File: config.mk
export PLATFORM = sky130hd
export DESIGN_NAME = mole_game_ctrl
export DESIGN_NICKNAME = d
export VERILOG_FILES = /design/src/rtl/mole_game_ctrl.sv
export SDC_FILE = /design/constraint.sdc
export NUM_CORES = 1
export LEC_CHECK = 0
export BUFFER_PORTS_ARGS = -buffer_cell sky130_fd_sc_hd__clkbuf_2
export CAP_MARGIN = 10
export CORE_ASPECT_RATIO = 1.75
export CORE_MARGIN = 1
export CORE_UTILIZATION = 55
export CTS_BUF_LIST = sky130_fd_sc_hd__clkbuf_4
export DETAILED_ROUTE_END_ITERATION = 6
export GPL_TIMING_DRIVEN = 0
export PLACE_DENSITY_LB_ADDON = 0.2
export SETUP_SLACK_MARGIN = 0.3
export SLEW_MARGIN = 20
export SYNTH_ARGS = -nofsm -noshare
export SYNTH_HDL_FRONTEND = slang
export SYNTH_SLANG_ARGS = --single-unit
File: constraint.sdc
create_clock -name in_clk -period 2.7 [get_ports in_clk]
set_input_delay 0.135 -clock in_clk [delete_from_list [all_inputs] [get_ports in_clk]]
set_output_delay 0.135 -clock in_clk [all_outputs]
set_load 0.005 [all_outputs]
File: src/rtl/mole_game_ctrl.sv
// Whack-a-mole game controller: pops a one-hot mole, times it, scores hits
// from debounced buttons and ends the game after MAX_MISSES timeouts.
module mole_game_ctrl #(
  parameter int          TICK_DIV   = 100000,
  parameter int          UP_MS      = 1000,
  parameter int          GAP_MS     = 300,
  parameter int          MAX_MISSES = 5,
  parameter logic [15:0] LFSR_SEED  = 16'hACE1
) (
  input  logic       in_clk,
  input  logic       reset,
  input  logic       start,
  input  logic [7:0] btn,
  output logic [7:0] holes,
  output logic [7:0] score,
  output logic [2:0] misses,
  output logic       game_over,
  output logic       hit_pulse,
  output logic       miss_pulse,
  output logic [2:0] dbg_state
);

  localparam int DIV_W  = (TICK_DIV > 1) ? $clog2(TICK_DIV) : 1;
  localparam int MS_MAX = (UP_MS > GAP_MS) ? UP_MS : GAP_MS;
  localparam int MS_W   = ($clog2(MS_MAX + 1) > 10) ? $clog2(MS_MAX + 1) : 10;

  localparam logic [DIV_W-1:0] DIV_LAST   = DIV_W'(TICK_DIV - 1);
  localparam logic [MS_W-1:0]  UP_LAST    = MS_W'(UP_MS - 1);
  localparam logic [MS_W-1:0]  GAP_LAST   = MS_W'(GAP_MS - 1);
  localparam logic [2:0]       MISS_LIMIT = 3'(MAX_MISSES);

  typedef enum logic [2:0] {
    S_IDLE  = 3'd0,
    S_SPAWN = 3'd1,
    S_UP    = 3'd2,
    S_GAP   = 3'd3,
    S_OVER  = 3'd4
  } state_t;

  state_t           state_q, state_d;
  logic [DIV_W-1:0] div_q;
  logic             tick;
  logic [MS_W-1:0]  ms_q, ms_d;
  logic [15:0]      lfsr_q;
  logic             lfsr_fb;
  logic [7:0]       s1_q, s2_q, s3_q;
  logic [7:0]       bedge;
  logic [2:0]       prev_q, prev_d;
  logic [2:0]       cand, spawn_idx;
  logic [7:0]       holes_q, holes_d;
  logic [7:0]       score_q, score_d;
  logic [2:0]       misses_q, misses_d, misses_inc;
  logic             game_over_q, game_over_d;
  logic             hit_q, hit_d;
  logic             miss_q, miss_d;

  // Free-running divider; intervals after a state entry may be up to one tick short.
  assign tick = (div_q == DIV_LAST);

  always_ff @(posedge in_clk) begin
    if (reset) begin
      div_q <= '0;
    end else if (tick) begin
      div_q <= '0;
    end else begin
      div_q <= div_q + 1'b1;
    end
  end

  always_ff @(posedge in_clk) begin
    if (reset) begin
      s1_q <= '0;
      s2_q <= '0;
      s3_q <= '0;
    end else begin
      s1_q <= btn;
      s2_q <= s1_q;
      s3_q <= s2_q;
    end
  end

  assign bedge = s2_q & ~s3_q;

  // x^16 + x^14 + x^13 + x^11 + 1; a nonzero seed can never reach zero.
  assign lfsr_fb = lfsr_q[15] ^ lfsr_q[13] ^ lfsr_q[12] ^ lfsr_q[10];

  always_ff @(posedge in_clk) begin
    if (reset) begin
      lfsr_q <= LFSR_SEED;
    end else begin
      lfsr_q <= {lfsr_q[14:0], lfsr_fb};
    end
  end

  assign cand       = lfsr_q[2:0];
  assign spawn_idx  = (cand == prev_q) ? cand + 3'd1 : cand;
  assign misses_inc = misses_q + 3'd1;

  always_comb begin
    state_d     = state_q;
    holes_d     = holes_q;
    score_d     = score_q;
    misses_d    = misses_q;
    game_over_d = game_over_q;
    prev_d      = prev_q;
    hit_d       = 1'b0;
    miss_d      = 1'b0;
    case (state_q)
      S_IDLE: begin
        holes_d = 8'h00;
        if (start) begin
          score_d  = 8'h00;
          misses_d = 3'd0;
          state_d  = S_SPAWN;
        end
      end
      S_SPAWN: begin
        prev_d  = spawn_idx;
        holes_d = 8'd1 << spawn_idx;
        state_d = S_UP;
      end
      S_UP: begin
        // A hit beats a timeout landing in the same cycle.
        if (bedge[prev_q]) begin
          score_d = (score_q == 8'hFF) ? score_q : score_q + 8'd1;
          hit_d   = 1'b1;
          holes_d = 8'h00;
          state_d = S_GAP;
        end else if (tick && (ms_q == UP_LAST)) begin
          misses_d = misses_inc;
          miss_d   = 1'b1;
          if (misses_inc == MISS_LIMIT) begin
            holes_d     = 8'hFF;
            game_over_d = 1'b1;
            state_d     = S_OVER;
          end else begin
            holes_d = 8'h00;
            state_d = S_GAP;
          end
        end
      end
      S_GAP: begin
        holes_d = 8'h00;
        if (tick && (ms_q == GAP_LAST)) begin
          state_d = S_SPAWN;
        end
      end
      S_OVER: begin
        holes_d     = 8'hFF;
        game_over_d = 1'b1;
        if (start) begin
          score_d     = 8'h00;
          misses_d    = 3'd0;
          game_over_d = 1'b0;
          holes_d     = 8'h00;
          state_d     = S_SPAWN;
        end
      end
      default: begin
        holes_d     = 8'h00;
        game_over_d = 1'b0;
        state_d     = S_IDLE;
      end
    endcase
  end

  always_comb begin
    ms_d = ms_q;
    if (state_d != state_q) begin
      ms_d = '0;
    end else if (tick) begin
      ms_d = ms_q + 1'b1;
    end
  end

  always_ff @(posedge in_clk) begin
    if (reset) begin
      state_q     <= S_IDLE;
      ms_q        <= '0;
      prev_q      <= 3'd0;
      holes_q     <= 8'h00;
      score_q     <= 8'h00;
      misses_q    <= 3'd0;
      game_over_q <= 1'b0;
      hit_q       <= 1'b0;
      miss_q      <= 1'b0;
    end else begin
      state_q     <= state_d;
      ms_q        <= ms_d;
      prev_q      <= prev_d;
      holes_q     <= holes_d;
      score_q     <= score_d;
      misses_q    <= misses_d;
      game_over_q <= game_over_d;
      hit_q       <= hit_d;
      miss_q      <= miss_d;
    end
  end

  assign holes      = holes_q;
  assign score      = score_q;
  assign misses     = misses_q;
  assign game_over  = game_over_q;
  assign hit_pulse  = hit_q;
  assign miss_pulse = miss_q;
  assign dbg_state  = state_q;

endmodule
==> impl_metrics.py <==
metrics = {
    "floorplan": {
        "dieArea_sq_mm": 0.00767,
        "initial_core_util_pct": 57.8,
        "dieHeight_microns": 115,
        "core_area_sq_mm": 0.00696,
        "die_x_microns": 66.6,
        "rows": 40,
        "io_pins": 36,
    },
    "power": {
        "clock_power_share_pct": 29.0,
        "p_per_area_mw_per_mm2": 536,
        "comb_power_share_pct": 12.6,
        "ir_worst_vdd_mv": 0.354,
        "p_sw_share_pct": 26.0,
        "p_seq_share_pct": 58.3,
        "internal-power_uw": 1870,
        "p_sw_uw": 657,
        "leakage_uw": 0.00182,
    },
    "logic_synthesis": {
        "synth_top_cell_by_area": "dfxtp_1",
        "mappedNetlistNets": 460,
        "ys_types": 53,
        "syn_inst": 443,
        "async_flop_share_pct": 0,
        "synth_warnings": 0,
        "seq_area_frac_synth_pct": 47.3,
        "synthFlopType": "dfxtp_1",
        "synth_edf_count": 0,
        "synth_top_cell_area_share_pct": 47.3,
        "synthTopCellsByArea": "dfxtp_1, nor2b_1, nand3_1, nor2_1, xor2_1",
        "synth_seq_cells": 95,
        "syn_avg_cell_area_sq_um": 9.07,
        "synth.cell_area_sq_mm": 0.00402,
    },
    "sta": {
        "whs_ns": 0.0906,
        "rsz0062_at_grt": "true",
        "hold_viol": 0,
        "relSlewSlack_pct": 49.6,
        "worstMarginPinSlew_ns": 0.750,
        "skew_ns": 0.0149,
        "layout_min_cycle_time_ns": 2.40,
        "finalSetupViolCount": 0,
        "finalMaxSlewViolations": 0,
        "fmax_mhz": 417,
        "finalCritPeriodShare_pct": 88.8,
    },
    "setup_path": {
        "rr_endpoint": "score[7]",
        "critPathMaxFanout": 6,
        "rr_worst_depth": 8,
        "rr_startpoint": "prev_q[2]",
        "path_class": "flop to flop",
        "crit_slowest_cell": "or4_4",
        "start_kind": "flop",
        "critPathMaxStageDelay_ns": 0.51,
        "required_ns": 3.08,
        "crit_arrival_ns": 2.78,
        "reg2reg_slack_ns": 0.30,
        "path_cells": "buf_6, or2_2, o22ai_4, nor3_4, or4_4, buf_6, or4_1, a21oi_1",
        "cp-end-kind": "flop",
        "cpMostUsedCell": "buf_6",
    },
    "worst_hold_path": {
        "hold_path.class": "input pin to flop",
        "whs_path_depth": 3,
        "holdPathEnd": "dbg_state[0]",
        "min_from": "start",
    },
    "route": {
        "drc": 0,
        "drt_iter0_markers": 187,
        "drt-wirelength-per-cell_microns": 15.0,
        "dr.pass1.iters": 4,
        "num_vias": 3415,
        "wirelength_microns": 8900,
        "detail-route-antenna-nets": 0,
        "viasPerCell": 5.77,
    },
    "global_route": {
        "grt.met1_usage_pct": 27.0,
        "grt_antenna_before_repair": 0,
        "grt_max_degree": 15,
        "grtUsageMet2_pct": 45.7,
        "top_usage_layer": "met2",
        "grt_pass1_wl_microns": 14700,
        "gr-total-overflow": 0,
        "first_global_vias": 3295,
        "grtUsageTotal_pct": 25.1,
        "use_met3_pct": 2.98,
    },
    "cts": {
        "tritoncts": "built",
        "cts_sinks": 95,
        "cts_max_path_buffers": 2,
        "numCtsBuffers": 9,
        "cts_root_buffer": "clkbuf_4",
        "clk_pin_slew_ns": 0.13,
        "clock_latency_ns": 0.45,
        "h-tree-depth": 3,
    },
    "place": {
        "globalplace.congestion": 0.840,
        "port_buffers": 35,
        "placed_area_sq_mm": 0.00431,
        "hpwl_microns": 6170,
    },
    "cells_and_area": {
        "diodes": 0,
        "multi_input_area_sq_mm": 0.00213,
        "seq_area_sq_mm": 0.00191,
        "fillCellCount": 594,
        "syn2layout_area_growth_pct": 17.2,
        "final_nets": 520,
        "final_cell_mix": "dfxtp_1, clkbuf_2, nor2_1, nor2b_1, nand3_1",
        "final_common_cell": "dfxtp_1",
        "drive_gt1_share_pct": 19.3,
        "stdcell_area_sq_mm": 0.00471,
    },
    "run": {
        "drv_cap": 0,
    },
    "outcome": {
        "status": "complete, no violations",
    },
}
[worst max-delay path, delay by kind of cell, from the launching register on]
kind	cells	cell delay, ns
buffers and inverters	2	0.27
DFF	1	0.34
and+or+nand+nor	4	1.38
AOI/OAI and AO/OA	2	0.33
[worst max path at each step]
stage	from	endpoint	slack, ns
finish	prev_q[2]	score[7]	0.30
global route	prev_q[2]	score[7]	0.22
global placement	prev_q[1]	holes[7]	0.04
floorplan	prev_q[2]	score[7]	0.40
detailed placement	div_q[9]	ms_q[5]	-0.006
CTS	prev_q[2]	score[4]	0.29
[logic make-up (layout without fill, tap and decap cells)]
logic type / after synthesis / in the layout / synth area share, %
mux: 3 / 3 / 0.778
buf+inv: 31 / 96 / 3.11
flops: 95 / 95 / 47.3
simple gates: 212 / 212 / 28.5
xor+xnor: 31 / 31 / 6.75
fa+ha+maj: 6 / 6 / 1.87
compound gates: 65 / 65 / 11.7
[state kept, by name, indices dropped and copies added (netlist names), 3 cells and up]
register / count
s3_q: 8
score: 8
s2_q: 8
s1_q: 8
holes: 8
misses: 3
dbg_state: 3
lfsr_q: 16
div_q: 17
prev_q: 3
ms_q: 10
[cell type report]
class                      count  area share [%]
multi-input combinational    317            45.1
sequential                    95            40.5
timing repair buffer          49            6.37
tap                           84            2.23
buffer                        20            2.12
clock buffer                  11            1.75
clock inverter                 5            1.04
inverter                      11           0.876
[power groups by stage]
stage | Combinational [uW] | Clock (uW) | Sequential, uW
2_1_floorplan | 202 | 0 | 1500
3_3_place_gp | 258 | 0 | 1500
3_5_place_dp | 267 | 0 | 1500
4_1_cts | 302 | 757 | 1470
5_1_grt | 355 | 812 | 1480
6_report | 319 | 734 | 1470
[routing by layer]
metal  vias to the layer above  part of all wire [%]
met5                         -                     0
met2                        54                    56
li1                       1691                     -
met3                        13                   2.5
met4                         0                   1.7
met1                      1657                    40
[cell usage after synthesis (2+ instances only)]
cell / number
o21ai_0: 7
inv_1: 11
nand2_1: 19
or3_1: 5
nand4b_1: 2
ha_1: 6
o41ai_1: 2
xor2_1: 17
nor3_1: 16
nand3_1: 33
o211ai_1: 3
nand4_1: 10
a21oi_1: 17
nor4b_1: 2
nor4_1: 7
mux2i_1: 2
nor2_1: 42
buf_1: 2
and3_1: 11
or4_1: 5
a22o_1: 9
xnor2_1: 14
or2_2: 9
nand2b_1: 9
a31oi_1: 4
clkbuf_1: 16
a211oi_1: 4
nor2b_1: 35
a41o_1: 2
o21a_1: 2
o31ai_1: 3
dfxtp_1: 95
o22ai_1: 2
[per-stage QoR]
stage	instances	TNS (ns)	power [uW]	setup WS, ns	utilization, %
CTS	589	0	2530	0.292	66.5
global route	592	0	2650	0.216	67.7
global placement	562	0	1760	0.0370	61.8
finish	592	0	2530	0.302	67.7
floorplan	443	0	1700	0.404	-
detailed placement	562	-0.00608	1770	-0.00608	61.9
[what timing repair did]
action | 4_1_cts | 5_1_grt
resized for setup | 22 | 20
buffers inserted | 2 | 3
endpoints found under the hold margin | 8 | 0
gates cloned | 1 | 0
pin swaps | 4 | 7
endpoints found under the setup margin | 41 | 37
hold buffers | 8 | 0
Note: power is estimated with default switching activity, not from simulation.
